`src/rtl/traffic_phase_ctrl.sv`:
```
// ---------------------------------------------------------------------------
// traffic_phase_ctrl
//
// Purpose:
//   Phase controller for a highway / farm-road intersection. The highway
//   rests on green and yields to the farm road only after a minimum green
//   time has elapsed and at least one car is waiting in the farm-road queue.
//   The farm road then stays green until its queue is empty or a maximum
//   green time runs out. While the farm road is green, one car departs
//   every PASS_CYCLES cycles. Each departure is signalled to the queue stage
//   with a one-cycle dec_car_in_queue pulse.
//
// Parameters:
//   HWY_MIN_GREEN  minimum highway-green duration, traffic_clk cycles
//   FR_MAX_GREEN   maximum farm-road-green duration, cycles
//   YELLOW_CYCLES  duration of either yellow phase, cycles
//   PASS_CYCLES    cycles per departing farm-road car
//
// Ports:
//   traffic_clk        in   single clock, rising edge active
//   reset              in   asynchronous, active-low reset
//   car_queue_counter  in   [3:0] farm-road queue depth from the queue stage
//   emergency_req      in   emergency override request (optional build)
//   FarmRoad_Green     out  high while the farm-road light is green
//   dec_car_in_queue   out  one-cycle pulse: remove one car from the queue
//   hwy_light          out  [1:0] highway lamp: 00 red, 01 yellow, 10 green
//   fr_light           out  [1:0] farm-road lamp, same encoding
//   state_dbg          out  [1:0] current FSM state, for observation only
//
// Build option:
//   EMERGENCY_OVERRIDE_EN  When defined, this option adds the emergency_req
//                          input. While that input is high, the highway green
//                          phase holds and any farm-road green phase ends at
//                          the next edge. Yellow phases still run to
//                          completion.
//
// Handshake with the queue stage:
//   There is no valid/ready pair. dec_car_in_queue is a single-cycle command
//   that the queue stage must act on at the same rising edge. The pulse is
//   never raised while car_queue_counter reads zero, so the queue cannot
//   underflow.
// ---------------------------------------------------------------------------
module traffic_phase_ctrl #(
    parameter int HWY_MIN_GREEN = 8,
    parameter int FR_MAX_GREEN  = 10,
    parameter int YELLOW_CYCLES = 3,
    parameter int PASS_CYCLES   = 2
) (
    input  logic       traffic_clk,
    input  logic       reset,
    input  logic [3:0] car_queue_counter,
`ifdef EMERGENCY_OVERRIDE_EN
    input  logic       emergency_req,
`endif
    output logic       FarmRoad_Green,
    output logic       dec_car_in_queue,
    output logic [1:0] hwy_light,
    output logic [1:0] fr_light,
    output logic [1:0] state_dbg
);

    // Lamp encoding shared by both roads.
    localparam logic [1:0] LAMP_RED    = 2'b00;
    localparam logic [1:0] LAMP_YELLOW = 2'b01;
    localparam logic [1:0] LAMP_GREEN  = 2'b10;

    // Terminal counts, pre-sized to the 8-bit timer and pass counter.
    localparam logic [7:0] HWY_GREEN_LAST = 8'(HWY_MIN_GREEN - 1);
    localparam logic [7:0] FR_GREEN_LAST  = 8'(FR_MAX_GREEN - 1);
    localparam logic [7:0] YELLOW_LAST    = 8'(YELLOW_CYCLES - 1);
    localparam logic [7:0] PASS_LAST      = 8'(PASS_CYCLES - 1);
    localparam logic [7:0] TIMER_SAT      = 8'hFF;

    typedef enum logic [1:0] {
        HWY_GREEN  = 2'd0,
        HWY_YELLOW = 2'd1,
        FR_GREEN   = 2'd2,
        FR_YELLOW  = 2'd3
    } state_t;

    state_t     state;
    state_t     next_state;
    logic [7:0] timer;
    logic [7:0] pass_cnt;
    logic       queue_nonzero;
    logic       hwy_hold;
    logic       fr_abort;

    assign queue_nonzero = (car_queue_counter != 4'd0);

`ifdef EMERGENCY_OVERRIDE_EN
    // An emergency keeps cross traffic stopped. The highway stays green, and
    // a farm-road green phase is cut short through its normal yellow phase.
    assign hwy_hold = emergency_req;
    assign fr_abort = emergency_req;
`else
    assign hwy_hold = 1'b0;
    assign fr_abort = 1'b0;
`endif

    // ------------------------------------------------------------------
    // State register, phase timer and pass counter.
    // The timer and the pass counter restart at every state change.
    // Both therefore read 0 in the first cycle of each phase. The timer
    // only grows large while the highway idles on green, and it saturates
    // there instead of wrapping. A wrap would make the minimum-green test
    // look unmet again.
    // ------------------------------------------------------------------
    always_ff @(posedge traffic_clk or negedge reset) begin
        if (!reset) begin
            state    <= HWY_GREEN;
            timer    <= 8'd0;
            pass_cnt <= 8'd0;
        end else begin
            state <= next_state;

            if (next_state != state) begin
                timer <= 8'd0;
            end else if (timer != TIMER_SAT) begin
                timer <= timer + 8'd1;
            end

            if (next_state != state) begin
                pass_cnt <= 8'd0;
            end else if (state == FR_GREEN) begin
                if (pass_cnt == PASS_LAST) begin
                    pass_cnt <= 8'd0;
                end else begin
                    pass_cnt <= pass_cnt + 8'd1;
                end
            end
        end
    end

    // ------------------------------------------------------------------
    // Next-state logic.
    // ------------------------------------------------------------------
    always_comb begin
        next_state = state;
        case (state)
            HWY_GREEN: begin
                if (!hwy_hold && queue_nonzero && (timer >= HWY_GREEN_LAST)) begin
                    next_state = HWY_YELLOW;
                end
            end
            HWY_YELLOW: begin
                if (timer == YELLOW_LAST) begin
                    next_state = FR_GREEN;
                end
            end
            FR_GREEN: begin
                // An empty queue or the maximum green time ends the phase.
                // A departure pulse issued in the same cycle still goes out.
                if (fr_abort || !queue_nonzero || (timer == FR_GREEN_LAST)) begin
                    next_state = FR_YELLOW;
                end
            end
            FR_YELLOW: begin
                if (timer == YELLOW_LAST) begin
                    next_state = HWY_GREEN;
                end
            end
            default: begin
                next_state = HWY_GREEN;
            end
        endcase
    end

    // ------------------------------------------------------------------
    // Outputs. The lamps and FarmRoad_Green come from the state register
    // only. The departure pulse is the one output that also looks at the
    // live queue depth, so that it can never decrement an empty queue.
    // ------------------------------------------------------------------
    always_comb begin
        hwy_light      = LAMP_GREEN;
        fr_light       = LAMP_RED;
        FarmRoad_Green = 1'b0;
        case (state)
            HWY_GREEN: begin
                hwy_light = LAMP_GREEN;
                fr_light  = LAMP_RED;
            end
            HWY_YELLOW: begin
                hwy_light = LAMP_YELLOW;
                fr_light  = LAMP_RED;
            end
            FR_GREEN: begin
                hwy_light      = LAMP_RED;
                fr_light       = LAMP_GREEN;
                FarmRoad_Green = 1'b1;
            end
            FR_YELLOW: begin
                hwy_light = LAMP_RED;
                fr_light  = LAMP_YELLOW;
            end
            default: begin
                hwy_light = LAMP_GREEN;
                fr_light  = LAMP_RED;
            end
        endcase
    end

    assign dec_car_in_queue = (state == FR_GREEN) && (pass_cnt == PASS_LAST) && queue_nonzero;

    assign state_dbg = state;

endmodule

```
`config.mk`:
```
export PLATFORM = sky130hd
export DESIGN_NAME = traffic_phase_ctrl
export DESIGN_NICKNAME = d
export VERILOG_FILES = /design/src/rtl/traffic_phase_ctrl.sv
export SDC_FILE = /design/constraint.sdc
export NUM_CORES = 1
export LEC_CHECK = 0
export ABC_CLOCK_PERIOD_IN_PS = 4950
export BUFFER_PORTS_ARGS = -buffer_cell sky130_fd_sc_hd__buf_4
export CORE_AREA = 2 2 48 50
export DETAILED_ROUTE_END_ITERATION = 10
export DIE_AREA = 0 0 50 52
export PLACE_DENSITY = 0.74
export SLEW_MARGIN = 10
export SYNTH_ARGS = -nofsm -noshare
export SYNTH_HDL_FRONTEND = slang
export SYNTH_SLANG_ARGS = --single-unit
```
`constraint.sdc`:
```
create_clock -name traffic_clk -period 4.95 [get_ports traffic_clk]
set_input_delay 0.2475 -clock traffic_clk [delete_from_list [all_inputs] [get_ports traffic_clk]]
set_output_delay 0.2475 -clock traffic_clk [all_outputs]
set_load 0.02 [all_outputs]
```
==> flow_metrics.tcl, run 1 <==
set metrics [dict create \
    port_buffers 13 \
    start_util_pct 52.4 \
    syn_nets 124 \
    p_total_uw 690 \
    rsz0062_at_grt "false" \
    hold_ws_ps 342 \
    nets 139 \
    grt_overflow_total 0 \
    worstMarginPinSlew_ps 551 \
    p_sw_uw 310 \
    clock.fmax_ghz 0.423 \
    cts.clk_slew.worst_paths_ps 100 \
    die_width_um 50 \
    critical_path_buf_inv_count 0 \
    synth_edf_count 0 \
    avgRoutedWirePerCell_um 13.8 \
    r2r_cells 5 \
    cp_slowest_stage_delay_ps 590 \
    tns_ps 0 \
    synth_area_per_cell_um2 9.77 \
    fin_skew_ps 1.58 \
    rows 17 \
    outcome "finished clean" \
    htree_num_levels 1 \
    worstPathCellList "or4_4, o31a_1, o211ai_2, nor2_1, a211o_1" \
    async_reset_ff_share_pct 100 \
    cts_max_path_buffers 2 \
    crit_arrival_ps 2550 \
    ys_seq_area_share_pct 40.8 \
    areaGrowthSynthToFinish_pct 13.8 \
    cp_top_family "compound AO/OA/AOI/OAI gates" \
    r2r_end "pass_cnt[5]$_DFFE_PN0P_" \
    dp_hpwl_mm 1.60 \
    drive_above_1_share_pct 18.1 \
    slew_violations 0 \
    p_clk_share_pct 13.1 \
    yosysWarnings 0 \
    period_minus_slack_ps 2360 \
    cp-start-kind "flop" \
    gp_congestion 0.818 \
    synth.ff_latch_count 18 \
    pwr-share-comb_pct 48.8 \
    drt-initial-drc-count 29 \
    via_per_inst 5.79 \
    post_cts_resized 0 \
    syn_area_um2 1100 \
    period_share_pct 47.7 \
    netSwitchingFraction_pct 44.9 \
    cts_setup_buffers 0 \
    worstPathMaxFanout 13 \
    grtUsageTotal_pct 19.4 \
    end_kind "flop" \
    root_buffer "clkbuf_4" \
    grt_pass1_wl_mm 3.80 \
    fp.dieH_um 52 \
    relSlewSlack_pct 63.2 \
    cp_num_cells 5 \
    die_area_um2 2600 \
    netlist_instances 113 \
    route.met2.wl_mm 1.06 \
    cts-buffers-inserted 3 \
    clk_latency_ps 290 \
    pin_count 14 \
    route.final.wire_length_mm 2.14 \
    tritoncts "yes" \
    finalHoldViolCount 0 \
    timing.final.ws_setup_ps 2590 \
    drc 0 \
    numClockSinks 18 \
    power.density_nw_per_um2 550 \
    wl_met1_um 954 \
    grt_max_degree 19 \
    mostFrequentLayoutCells "dfrtp_1, buf_4, nor2_1, nand2_1, inv_1" \
    dr_total_vias 897 \
    top_layer_used "met4" \
    antenna_found_initial 0 \
    hold_class "input pin to async pin" \
    maxCapViolations 0 \
    p_seq_share_pct 38.1 \
    ant_nets 0 \
    final_common_cell "dfrtp_1" \
    met3WireLength_um 84 \
    core_um2 2110 \
    r2r_start "timer[7]$_DFFE_PN0P_" \
    critPathKind "flop to flop" \
    yosysUniqueCellTypes 40 \
    synth-main-ff-cell "dfrtp_1" \
    rrSetupSlack_ps 2590 \
    cpMaxStageDelayCell "or4_4" \
    crit_required_ps 5140 \
    peakVddDrop_uv 431 \
    p_int_uw 380 \
    grt_pass1_vias 833 \
    power.leakage_uw 0.000585 \
    setup_viol 0 \
    place_ws_ps 2600 \
    dr.pass1.iters 4 \
    n_antenna_cell 0 \
]
==> registers in the layout, indices dropped and copies added (netlist names) <==
register and count:
pass_cnt 8, state_dbg 2, timer 8
==> area by class of cell <==
cell class,instances,area [um^2]
multi-input cells,84,601
repair buffers,14,108
flip-flops and latches,18,450
well taps,28,35.0
inverters,7,26.3
fillers,186,850
clock buffers,4,36.3
==> repair_timing <==
item	4_1_cts	5_1_grt
endpoints found under the setup margin	0	0
hold buffers	1	0
endpoints found under the hold margin	18	0
==> Yosys cell counts, types with 2 or more instances <==
library cell / n / area, um^2
or4_4: 2 / 22.5
xor2_1: 3 / 26.3
and4_1: 2 / 17.5
a21oi_1: 2 / 10.0
dfrtp_1: 18 / 450
and3_1: 3 / 18.8
o21bai_1: 3 / 22.5
a211oi_1: 3 / 22.5
inv_1: 7 / 26.3
xnor2_1: 2 / 17.5
o2bb2ai_1: 2 / 17.5
nor3_1: 6 / 30.0
o211ai_1: 2 / 15.0
and2_1: 2 / 12.5
clkbuf_1: 2 / 7.51
nand4_1: 3 / 18.8
nand3_1: 5 / 25.0
nand2b_1: 3 / 18.8
nand2_1: 8 / 30.0
nor2b_1: 2 / 12.5
nor2_1: 8 / 30.0
ha_1: 5 / 62.6
o21ai_0: 3 / 15.0
==> routing by layer <==
metal | up-vias | global-route usage [%]
li1 | 445 | -
met4 | 0 | 9.72
met3 | 5 | 3.74
met1 | 427 | 24.6
met5 | - | 0
met2 | 20 | 31.6
==> logic make-up after synthesis <==
kind of cell / count (synthesis) / synth area share, %
XOR/XNOR: 5 / 3.97
AO/OA/AOI/OAI: 28 / 21.9
adder cells (fa/ha/maj): 5 / 5.67
AND/OR/NAND/NOR: 46 / 22.9
buffers and inverters: 11 / 4.76
flip-flops: 18 / 40.8
==> through the flow <==
step | cell area [um^2] | util [%] | std cells
global placement | 1210 | 57.5 | 150
finish | 1260 | 59.7 | 155
global route | 1260 | 59.7 | 155
detailed placement | 1210 | 57.5 | 150
CTS | 1260 | 59.7 | 155
floorplan | 1100 | - | 113
==> worst max path at each step <==
stage                               to                 start
5_1_grt        pass_cnt[5]$_DFFE_PN0P_  timer[7]$_DFFE_PN0P_
4_1_cts        pass_cnt[5]$_DFFE_PN0P_  timer[7]$_DFFE_PN0P_
3_3_place_gp   pass_cnt[5]$_DFFE_PN0P_  timer[7]$_DFFE_PN0P_
6_report       pass_cnt[5]$_DFFE_PN0P_  timer[7]$_DFFE_PN0P_
2_1_floorplan  pass_cnt[5]$_DFFE_PN0P_  timer[7]$_DFFE_PN0P_
3_5_place_dp   pass_cnt[5]$_DFFE_PN0P_  timer[7]$_DFFE_PN0P_
==> power groups by stage <==
stage | Sequential, uW | Combinational, uW | Clock [uW]
floorplan | 253 | 258 | 0
global placement | 263 | 333 | 0
detailed placement | 265 | 339 | 0
CTS | 263 | 341 | 94.3
global route | 275 | 376 | 99.9
finish | 263 | 337 | 90.7
Power figures use the tool's default switching activity.
==> inputs of run 2 (changes only) <==
- ABC_CLOCK_PERIOD_IN_PS: 4950 -> 2400
- clock period: 4.95 -> 2.4 ns (I/O delays scaled with it)
==> run 2 against run 1 <==
Flip-flop and latch count stayed put; first-iteration DRC count is 21% lower; clock skew hardly changed; utilization is 0.36 points higher; via count is 2.0% higher; final cell count is 0.65% higher; power is 110% higher; critical path depth stayed put; die area stayed put; sequential power is 110% higher; sequential share of layout area is 0.21 points lower; wire length is 3.6% higher.
==> flow_metrics.tcl, run 2 (synthesis gave the netlist of run 1 again) <==
set metrics [dict create \
    dpl_cell_area_um2 1220 \
    pin_count 14 \
    placed_cells 151 \
    slew_violations 0 \
    final_common_cell "dfrtp_1" \
    rsz0062_at_grt "false" \
    cts.clk_slew.worst_paths_ps 110 \
    power.leakage_uw 0.000591 \
    timing.final.ws_setup_ps 221 \
    r2r_end "pass_cnt[5]$_DFFE_PN0P_" \
    port_buffers 13 \
    die_width_um 50 \
    rows 17 \
    areaGrowthSynthToFinish_pct 14.5 \
    ant_nets 0 \
    crit_arrival_ps 2370 \
    drc 0 \
    drt-initial-drc-count 23 \
    instances_no_fill 156 \
    r2r_start "timer[7]$_DFFE_PN0P_" \
    critPathKind "flop to flop" \
    cp_top_family "compound AO/OA/AOI/OAI gates" \
    nets 140 \
    n_antenna_cell 0 \
    outcome "finished clean" \
    core_um2 2110 \
    worstMarginPinSlew_ps 439 \
    numClockSinks 18 \
    maxCapViolations 0 \
    grt_max_degree 19 \
    grtUsageTotal_pct 19.7 \
    rrSetupSlack_ps 220 \
    hold_class "input pin to async pin" \
    grt_overflow_total 0 \
    via_per_inst 5.87 \
    cts_setup_buffers 0 \
    cts-buffers-inserted 3 \
    cts_max_path_buffers 2 \
    worstPathMaxFanout 6 \
    cp_slowest_stage_delay_ps 590 \
    grt_pass1_vias 825 \
    finalHoldViolCount 0 \
    clk_latency_ps 300 \
    start_util_pct 52.4 \
    gp_congestion 0.822 \
    dr.pass1.iters 4 \
    r2r_cells 5 \
    htree_num_levels 1 \
    drive_above_1_share_pct 18.8 \
    antenna_found_initial 0 \
    power.density_nw_per_um2 1150 \
    dr_total_vias 915 \
    relSlewSlack_pct 70.4 \
    cpMaxStageDelayCell "or4_4" \
    dp_hpwl_mm 1.62 \
    period_share_pct 90.8 \
    end_kind "flop" \
    tritoncts "yes" \
    root_buffer "clkbuf_4" \
    period_minus_slack_ps 2180 \
    mostFrequentLayoutCells "dfrtp_1, buf_4, nor2_1, nand2_1, inv_1" \
    critical_path_buf_inv_count 0 \
    fin_skew_ps 1.88 \
    clock.fmax_ghz 0.459 \
    place_ws_ps 278 \
    setup_viol 0 \
    grt_pass1_wl_mm 3.80 \
    tns_ps 0 \
    cp-start-kind "flop" \
    finish.instance_area_um2 1260 \
    worstPathCellList "or4_4, o31a_1, o211ai_2, nor2_1, a211o_1" \
    peakVddDrop_uv 929 \
    avgRoutedWirePerCell_um 14.2 \
    route.final.wire_length_mm 2.22 \
    fp.dieH_um 52 \
    crit_required_ps 2590 \
    die_area_um2 2600 \
]
run 2: cell types whose count changed in the layout (fill, tap and decap cells not counted):
cell | previous run | this run
buf_4 | 13 | 14
run 2: layout make-up:
class | count | area (um^2)
Fill cell | 187 | 842
Multi-Input combinational cell | 84 | 601
Sequential cell | 18 | 450
Timing Repair Buffer | 15 | 115
Clock buffer | 4 | 36.3
Tap cell | 28 | 35.0
Inverter | 7 | 26.3
run 2: timing repair:
item	4_1_cts	5_1_grt
setup endpoints to repair	0	0
hold buffers	1	0
endpoints found under the hold margin	18	0
gates resized for setup	0	0
run 2: metal layers:
metal / track usage, % / vias to the layer above / share of wire [%]
li1: - / 448 / -
met1: 25.6 / 437 / 46
met2: 30.3 / 24 / 49
met3: 3.74 / 6 / 3.1
met4: 12.0 / 0 / 2.0
met5: 0 / - / 0
run 2: worst reg2reg max path, delay by kind of cell (launching register included):
family / cells / cell delay [ps]
compound gates: 3 / 960
flops: 1 / 440
simple gates: 2 / 680
run 2: worst max path at each step:
stage | startpoint | to | slack, ps | depth (start not counted)
6_report | timer[7]$_DFFE_PN0P_ | pass_cnt[5]$_DFFE_PN0P_ | 220 | 5
5_1_grt | timer[7]$_DFFE_PN0P_ | pass_cnt[5]$_DFFE_PN0P_ | 150 | 5
4_1_cts | timer[7]$_DFFE_PN0P_ | pass_cnt[5]$_DFFE_PN0P_ | 250 | 5
3_5_place_dp | timer[7]$_DFFE_PN0P_ | pass_cnt[5]$_DFFE_PN0P_ | 280 | 5
3_3_place_gp | timer[7]$_DFFE_PN0P_ | pass_cnt[5]$_DFFE_PN0P_ | 300 | 5
2_1_floorplan | timer[7]$_DFFE_PN0P_ | pass_cnt[5]$_DFFE_PN0P_ | 380 | 5
run 2: stage by stage:
stage | power [uW] | util (%) | hold WS, ps
after floorplan | 1050 | - | -176
after detailed placement | 1260 | 57.8 | 2.07
after global placement | 1240 | 57.8 | 0.106
after global routing | 1570 | 60.0 | 217
after CTS | 1460 | 60.0 | 209
final | 1450 | 60.0 | 218
run 2: power by group:
part,internal [uW],switching [uW],total [uW],leakage [uW]
Sequential,391,155,546,0.000236
Clock,92.6,99.6,192,0.0000210
Combinational,313,398,711,0.000333
Total,797,653,1450,0.000591
